==> config.mk <==
export PLATFORM = sky130hd
export DESIGN_NAME = traffic_phase_sequencer
export DESIGN_NICKNAME = d
export VERILOG_FILES = /design/src/rtl/traffic_phase_sequencer.sv
export SDC_FILE = /design/constraint.sdc
export NUM_CORES = 1
export LEC_CHECK = 0
export CAP_MARGIN = 40
export CORE_MARGIN = 2
export CORE_UTILIZATION = 51
export CTS_BUF_LIST = sky130_fd_sc_hd__clkbuf_4 sky130_fd_sc_hd__clkbuf_8
export CTS_CLUSTER_SIZE = 8
export DETAILED_ROUTE_END_ITERATION = 12
export HOLD_SLACK_MARGIN = 0.12
export PLACE_DENSITY = 0.73
export SLEW_MARGIN = 20
export SYNTH_ARGS = -nofsm -noshare
export SYNTH_HDL_FRONTEND = slang
export SYNTH_SLANG_ARGS = --single-unit
==> constraint.sdc <==
create_clock -name clk -period 5 [get_ports clk]
set_input_delay 1 -clock clk [delete_from_list [all_inputs] [get_ports clk]]
set_output_delay 1 -clock clk [all_outputs]
set_load 0.02 [all_outputs]
==> src/rtl/traffic_phase_sequencer.sv <==
// traffic_phase_sequencer: timed green/yellow/clear head sequencer fed by traffic_controller; TRAFFIC_PED_EN adds a pedestrian walk.
module traffic_phase_sequencer #(
   parameter int GREEN_MIN = 8,
   parameter int YELLOW_CYC = 3,
   parameter int CLEAR_CYC = 2,
`ifdef TRAFFIC_PED_EN
   parameter int WALK_CYC = 6,
`endif
   parameter int CNT_W = 8
) (
   input  logic       clk,
   input  logic       rst,
   input  logic [2:0] next_state,
   input  logic       req_valid,
`ifdef TRAFFIC_PED_EN
   input  logic       ped_req,
   output logic       ped_walk,
`endif
   output logic       req_ready,
   output logic [2:0] ns_light,
   output logic [2:0] ew_light,
   output logic       cur_state,
   output logic       prev_state,
   output logic       phase_change,
   output logic       err
);
   typedef enum logic [1:0] {GREEN, YELLOW, CLEAR, RED_HOLD} state_t;
   localparam logic [2:0] R = 3'b100, Y = 3'b010, G = 3'b001;
   localparam logic [CNT_W-1:0] G_MIN = CNT_W'(GREEN_MIN);
   localparam logic [CNT_W-1:0] Y_END = CNT_W'(YELLOW_CYC - 1);
   localparam logic [CNT_W-1:0] C_END = CNT_W'(CLEAR_CYC - 1);
   state_t state_q, state_d;
   logic [CNT_W-1:0] timer_q, timer_d;
   logic [1:0] tgt_q, tgt_d;
   logic [2:0] ns_q, ns_d, ew_q, ew_d;
   logic cur_q, cur_d, prev_q, prev_d, rdy_q, rdy_d, pc_q, pc_d, err_q, err_d;
   logic acc, clr_done, enter_g, axis;
`ifdef TRAFFIC_PED_EN
   localparam logic [CNT_W-1:0] W_END = CNT_W'(CLEAR_CYC + WALK_CYC - 1);
   logic pend_q, pend_d, walk_q, walk_d;
`endif
   always_comb begin
      acc = req_valid && rdy_q;
      state_d = state_q;
      tgt_d = tgt_q;
      enter_g = 1'b0;
      axis = tgt_q[0];
      err_d = err_q | (acc && next_state[2]);
`ifdef TRAFFIC_PED_EN
      pend_d = pend_q | ped_req;
      walk_d = walk_q;
      clr_done = walk_q ? timer_q == W_END : timer_q == C_END && !pend_q;
      // a pending request stretches this clearance; requests during the walk carry to the next one
      if (state_q == CLEAR && !walk_q && timer_q == C_END && pend_q) begin
         walk_d = 1'b1;
         pend_d = ped_req;
      end
      if (state_q == CLEAR && clr_done) walk_d = 1'b0;
`else
      clr_done = timer_q == C_END;
`endif
      case (state_q)
         GREEN: if (acc && (next_state == 3'd3 || (next_state == 3'd1 && cur_q) || (next_state == 3'd2 && !cur_q))) begin
            state_d = YELLOW;
            tgt_d = {next_state == 3'd3, next_state == 3'd2};
         end
         YELLOW: if (timer_q == Y_END) state_d = CLEAR;
         CLEAR: if (clr_done) begin
            state_d = tgt_q[1] ? RED_HOLD : GREEN;
            enter_g = !tgt_q[1];
         end
         default: if (acc && (next_state == 3'd1 || next_state == 3'd2)) begin
            state_d = GREEN;
            enter_g = 1'b1;
            axis = next_state[1];
         end
      endcase
      timer_d = state_d != state_q ? '0 : timer_q == '1 ? timer_q : timer_q + 1'b1;
      cur_d = enter_g ? axis : cur_q;
      prev_d = enter_g ? cur_q : prev_q;
      pc_d = enter_g;
      rdy_d = state_d == RED_HOLD || (state_d == GREEN && timer_d >= G_MIN);
      ns_d = !cur_d && state_d == GREEN ? G : !cur_d && state_d == YELLOW ? Y : R;
      ew_d = cur_d && state_d == GREEN ? G : cur_d && state_d == YELLOW ? Y : R;
   end
   always_ff @(posedge clk) begin
      if (rst) begin
         state_q <= CLEAR;
         tgt_q <= '0;
         timer_q <= '0;
         cur_q <= 1'b0;
         prev_q <= 1'b0;
         rdy_q <= 1'b0;
         pc_q <= 1'b0;
         err_q <= 1'b0;
         ns_q <= R;
         ew_q <= R;
`ifdef TRAFFIC_PED_EN
         pend_q <= 1'b0;
         walk_q <= 1'b0;
`endif
      end else begin
         state_q <= state_d;
         tgt_q <= tgt_d;
         timer_q <= timer_d;
         cur_q <= cur_d;
         prev_q <= prev_d;
         rdy_q <= rdy_d;
         pc_q <= pc_d;
         err_q <= err_d;
         ns_q <= ns_d;
         ew_q <= ew_d;
`ifdef TRAFFIC_PED_EN
         pend_q <= pend_d;
         walk_q <= walk_d;
`endif
      end
   end
   assign req_ready = rdy_q;
   assign ns_light = ns_q;
   assign ew_light = ew_q;
   assign cur_state = cur_q;
   assign prev_state = prev_q;
   assign phase_change = pc_q;
   assign err = err_q;
`ifdef TRAFFIC_PED_EN
   assign ped_walk = walk_q;
`endif
endmodule

=== Word-level counts from Yosys, hierarchy flattened ===
Index checks and enable logic that the tools add are counted.

* Add/subtract/negate cells: 1
* Multiply operators: 0
* Divide/modulo/power cells: 0
* Magnitude comparators: 1
* Equal/unequal tests: 11
* Shifts and indexed selects: 0
* Muxes and demuxes: 18
* Bitwise operators: 1
* Reductions and logical operators: 25

{| class="wikitable"
|+ Operators with widths
! operator !! count
|-
| 8-bit 2-to-1 mux || 2
|-
| 3-bit 2-to-1 mux || 4
|-
| 1-bit logical AND || 11
|-
| 2-bit 2-to-1 mux || 5
|-
| 8-bit by 1-bit adder with 8-bit output, second input constant || 1
|-
| 8-bit by 1-bit == test with 1-bit output, second input constant || 1
|-
| 8-bit by 2-bit == test with 1-bit output, second input constant || 1
|-
| 8-bit == test, second input constant || 1
|-
| 8-bit by 4-bit >= comparator with 1-bit output, second input constant || 1
|-
| 3-bit by 2-bit == test with 1-bit output, second input constant || 2
|-
| 2-bit one-hot mux with 3 select lines || 1
|-
| 2-bit OR reduction || 3
|-
| 1-bit 2-to-1 mux || 5
|-
| 2-bit by 1-bit == test with 1-bit output, second input constant || 2
|-
| 2-bit == test, second input constant || 2
|-
| 2-bit zero test || 2
|-
| 1-bit logical OR || 4
|-
| 3-bit by 1-bit == test with 1-bit output, second input constant || 1
|-
| 1-bit zero test || 3
|-
| 3-bit OR reduction || 1
|-
| 2-bit inequality test || 1
|-
| 1-bit one-hot mux with 2 select lines || 1
|-
| 2-bit AND reduction || 1
|-
| 1-bit bitwise OR || 1
|}

* Flip-flop bits (word level): 23
* Bits in latches: 0
* Bits in writable memories: 0
* Memory bits (read-only): 0
* Input bits: 6
* Output and inout port bits: 11
* Word-level logic and storage cells: 69
* Memories kept: 0

=== Longest topological paths before layout ===
* Word-level depth: 12
* Depth in mapped cells: 7
* Depth with buffers taken out: 6

=== Worst setup path before layout ===
No wires, ideal clock.

* Kind: input to register
* Start: input next_state[2]
* End: register cur_q, in the netlist cur_state
* Library setup time: 0.079 ns
* Data arrival time: 2.036 ns
* Required time: 4.921 ns
* Path slack: 2.885 ns
* Stages on the path: 5
* Buffers on the path: 1
* Cell sequence: nand4b_1 > or3_1 > buf_4 > and3b_1 > a211oi_2

* Word-level cells in the longest chain between the ends: 6

{| class="wikitable"
|+ Ends and longest elaborated chain
! item !! RTL line !! text
|-
| from (decl) || 13 || <nowiki>input logic [2:0] next_state,</nowiki>
|-
| 3-bit by 1-bit == test with 1-bit output / 3-bit by 2-bit == test with 1-bit output (equally long branches) || 72 || <nowiki>default: if (acc && (next_state == 3'd1 || next_state == 3'd2)) begin</nowiki>
|-
| 1-bit logical OR * || 72 ||
|-
| 1-bit logical AND * || 72 ||
|-
| 1-bit 2-to-1 mux || 72 ||
|-
| 1-bit one-hot mux with 2 select lines / 1-bit 2-to-1 mux (equally long branches) || 62 || <nowiki>case (state_q)</nowiki>
|-
| 1-bit 2-to-1 mux * || 79 || <nowiki>cur_d = enter_g ? axis : cur_q;</nowiki>
|-
| to (signal assigned) || 106 || <nowiki>cur_q <= cur_d;</nowiki>
|-
| to (decl) || 36 || <nowiki>logic cur_q, cur_d, prev_q, prev_d, rdy_q, rdy_d, pc_q, pc_d, err_q, err_d;</nowiki>
|}

Mark *: on every way between the ends. The rest lies on a longest branch, timed or not.
A chain may end at the register's enable or synchronous reset.

=== Final worst setup path ===
* Start: input next_state[2]
* End: register ns_q[0], in the netlist ns_light[0]

* Word-level cells in the longest chain between the ends: 10

{| class="wikitable"
|+ Ends and longest elaborated chain
! item !! RTL line !! text
|-
| 3-bit by 1-bit == test with 1-bit output || 63, 72 ||
|-
| 1-bit logical AND || 63 || <nowiki>GREEN: if (acc && (next_state == 3'd3 || (next_state == 3'd1 && cur_q) || (next_state == 3'd2 && !cur_q))) beg ...</nowiki>
|-
| 1-bit logical OR (2 in series) || 63 ||
|-
| 1-bit logical AND || 63 ||
|-
| 2-bit 2-to-1 mux || 63 ||
|-
| 2-bit one-hot mux with 3 select lines || 62 ||
|-
| 2-bit zero test || 83 || <nowiki>ns_d = !cur_d && state_d == GREEN ? G : !cur_d && state_d == YELLOW ? Y : R;</nowiki>
|-
| 1-bit logical AND * || 83 ||
|-
| 3-bit 2-to-1 mux * || 83 ||
|-
| to (signal assigned) || 111 || <nowiki>ns_q <= ns_d;</nowiki>
|-
| to (decl) || 35 || <nowiki>logic [2:0] ns_q, ns_d, ew_q, ew_d;</nowiki>
|}

Marked as above.

==> key figures <==
Clock network
  – CTS Hold Bufs: 0
  – CTS tree: yes
  – Number of buffers on the longest clock path: 2
  – # Post-CTS Setup Buffers: 0
  – Clk sink count: 23
  – Worst-path clk slew: between 0.1 and 0.15 ns
  – Post_cts resized: 0
  – Total CTS buffers: 3
  – CTS HTree Levels: 1
  – Worst-Skew Late Latency: between 0.3 and 0.4 ns
  – Root buf cell: clkbuf_4

Pwr
  – Leakage: 0.4854 nW
  – Peak VDD IR: approximately 0.20 mV
  – Pwr Density: around 380 nW/um2

Route
  – Avg Vias per Cell: between 6 and 7
  – Total wire length: between 2000 and 2500 um
  – Drt first-iter violations: 19
  – DRC: 0
  – Wire per inst: ~13 um
  – DRT Pass-1 Iters: 4
  – Vias post-DR: 1028
  – DRT antenna net count: 0

Timing
  – Setup violators final: 0
  – F_max: 399.2 MHz
  – Slew Viols, Final: 0
  – Period utilization: 50.10%
  – PnR worst setup slack: 2.495 ns
  – Slew Limit Headroom: 59.94%
  – RSZ-0062 raised after global routing: no
  – Post-route minimum period: approximately 2.5 ns
  – Total negative slack: 0 ns
  – Slew of the pin with the lowest slew margin: around 0.60 ns
  – Hold Fails Final Rpt: 0
  – Clock Skew: about 0.0046 ns

Logic synthesis
  – #FFs+latches synth: 23
  – Library cells used by synthesis: 44
  – Post-synthesis sequential area ratio: a little over 40%
  – Netlist Area Pre-Place: between 1000 and 1500 um2
  – Post-synth EDFFs: 0
  – YS warnings: 0
  – Syn Area/Cell: between 9 and 10 um2
  – Syn nets: 133
  – Primary FF master, synth: dfxtp_1
  – Mapped Cells: roughly 120
  – Async S/R FF share, synth: 0%

Floorplan
  – Core area: between 2000 and 2500 um2
  – Initial core utilization: 52.71%
  – Die width: roughly 51 um
  – Die H: slightly above 50 um
  – Die area: around 2600 um2
  – I/O pins: 17
  – FP Rows: 17

Critical path
  – CP Class: in -> reg
  – Startpoint types: input pin
  – Worst path required time: around 5.3 ns
  – Crit Path Max Fanout: 6
  – R2R Setup Slk: about 2.8 ns
  – Slowest CP cell: clkdlybuf4s50_1
  – CP max stage delay: ~0.48 ns
  – Critical Path AT: between 2 and 3 ns
  – Setup crit end kind: register
  – Worst-path cell chain: clkdlybuf4s50_1, nand4b_1, o21ai_0, a2bb2oi_1, nor3b_1

Cells and area
  – # diodes: 0
  – Register Area: 460.4 um2
  – Layout cells sized above 1: 8.451%
  – Fill cells: around 180
  – Core Util, Final: 62.49%
  – Synth-to-Final Area Change: 18.56%
  – Multi-input gate area: around 630 um2
  – Layout Nets: about 150

Placement
  – DPL Wire Length: about 1700 um
  – GP Congestion: about 0.84
  – # port buffers: 16
  – Setup WS pre-CTS: 2.188 ns

Global routing
  – Met3 global-route usage: under 10%
  – Number of global-route vias before repair: roughly 1000
  – Gr ovfl total: 0
  – Gr usage total: a little over a fifth
  – First-pass GRT wire length: roughly 4300 um
  – Largest net degree at the start of global routing: 14
  – Initial antenna violation count: 0
  – GR peak layer: met2
  – Grt met1 use: 27.24%
  – GR Util met2: a little over a third

Outcome
  – Status: finished clean

Hold path
  – Hold Crit Class: reg -> reg

Job
  – Max-cap viol count: 0
## worst paths after layout
| kind | startpoint | cells past startpoint | end |
|---|---|---|---|
| min | err$_SDFF_PP0_ | 2 | err$_SDFF_PP0_ |
| max reg2reg | timer_q[0]$_SDFF_PP0_ | 5 | timer_q[0]$_SDFF_PP0_ |
| max | next_state[2] | 5 | ns_light[0]$_SDFF_PP0_ |
| min reg2reg | err$_SDFF_PP0_ | 2 | err$_SDFF_PP0_ |
## routing by layer
metal  share of wire, %  vias to the layer above
met5                  0                        -
met4                1.7                        0
met3                3.7                        5
met2                 50                       27
met1                 45                      487
li1                   -                      509
## report_power, final
part | leakage, nW | switching (mW) | internal [mW]
clock | 0.0177 | 0.0594 | 0.0301
combinational | 0.281 | 0.100 | 0.0876
sequential | 0.187 | 0.0271 | 0.212
total | 0.485 | 0.186 | 0.329
## synth_stat cells, types with 2 or more instances
cell	number	area, um2
dfxtp_1	23	460.4
nor3_1	13	65.06
inv_1	8	30.03
nand2_1	6	22.52
nor2_1	6	22.52
mux2i_1	5	50.05
o21ai_0	5	25.02
a21oi_1	4	20.02
a31oi_1	4	25.02
nor3b_1	4	30.03
and3b_1	3	26.28
ha_1	3	37.54
nand3_1	3	15.01
nor4_1	3	18.77
nand4_1	2	12.51
or2_2	2	12.51
or4_1	2	15.01
xnor2_1	2	17.52
## placed cells by master (no fill, tap or decap), types with 3 or more instances in the layout
master,n
dfxtp_1,23
clkdlybuf4s50_1,16
nor3_1,13
inv_1,8
nand2_1,6
nor2_1,6
o21ai_0,5
mux2i_1,5
a21oi_1,4
a31oi_1,4
nor3b_1,4
and3b_1,3
nand3_1,3
nor4_1,3
ha_1,3
clkbuf_4,3
## logic make-up after synthesis
kind of cell / count (synthesis) / synth area share (%)
DFF: 23 / 40.66
xor gates and xnor gates: 2 / 1.547
adders and majority gates: 3 / 3.315
and+or+nand+nor: 53 / 28.18
buffers and inverters: 10 / 3.757
muxes: 6 / 5.414
AOI/OAI and AO/OA: 27 / 17.13
## worst max-delay path: cells and delay by family
| family | cells | cell delay [ns] |
|---|---|---|
| and+or+nand+nor | 2 | 0.48 |
| AOI/OAI and AO/OA | 2 | 0.81 |
| buffers and inverters | 1 | 0.48 |
## stage by stage
step           cell area, um2  power (mW)  instances  hold WS [ns]
2_1_floorplan            1132      0.3702        124        0.5139
3_3_place_gp             1315      0.4256        166        0.4666
3_5_place_dp             1315      0.4310        166        0.4602
4_1_cts                  1343      0.5173        170        0.4938
5_1_grt                  1343      0.5535        170        0.5210
6_report                 1343      0.5158        170        0.4863
## registers in the layout, summed over array words and instances (netlist names)
signal,flops
state_q,2
ew_light,3
tgt_q,2
req_ready,1
cur_state,1
prev_state,1
phase_change,1
err,1
ns_light,3
timer_q,8
## cell type report
class | instances | share of cell area [%]
multi-input cells | 91 | 46.88
flip-flops and latches | 23 | 34.30
repair buffers | 16 | 11.93
well taps | 28 | 2.610
inverters | 8 | 2.237
clock buffers | 3 | 1.678
clock inverters | 1 | 0.3728
Power figures use the tool's default switching activity.
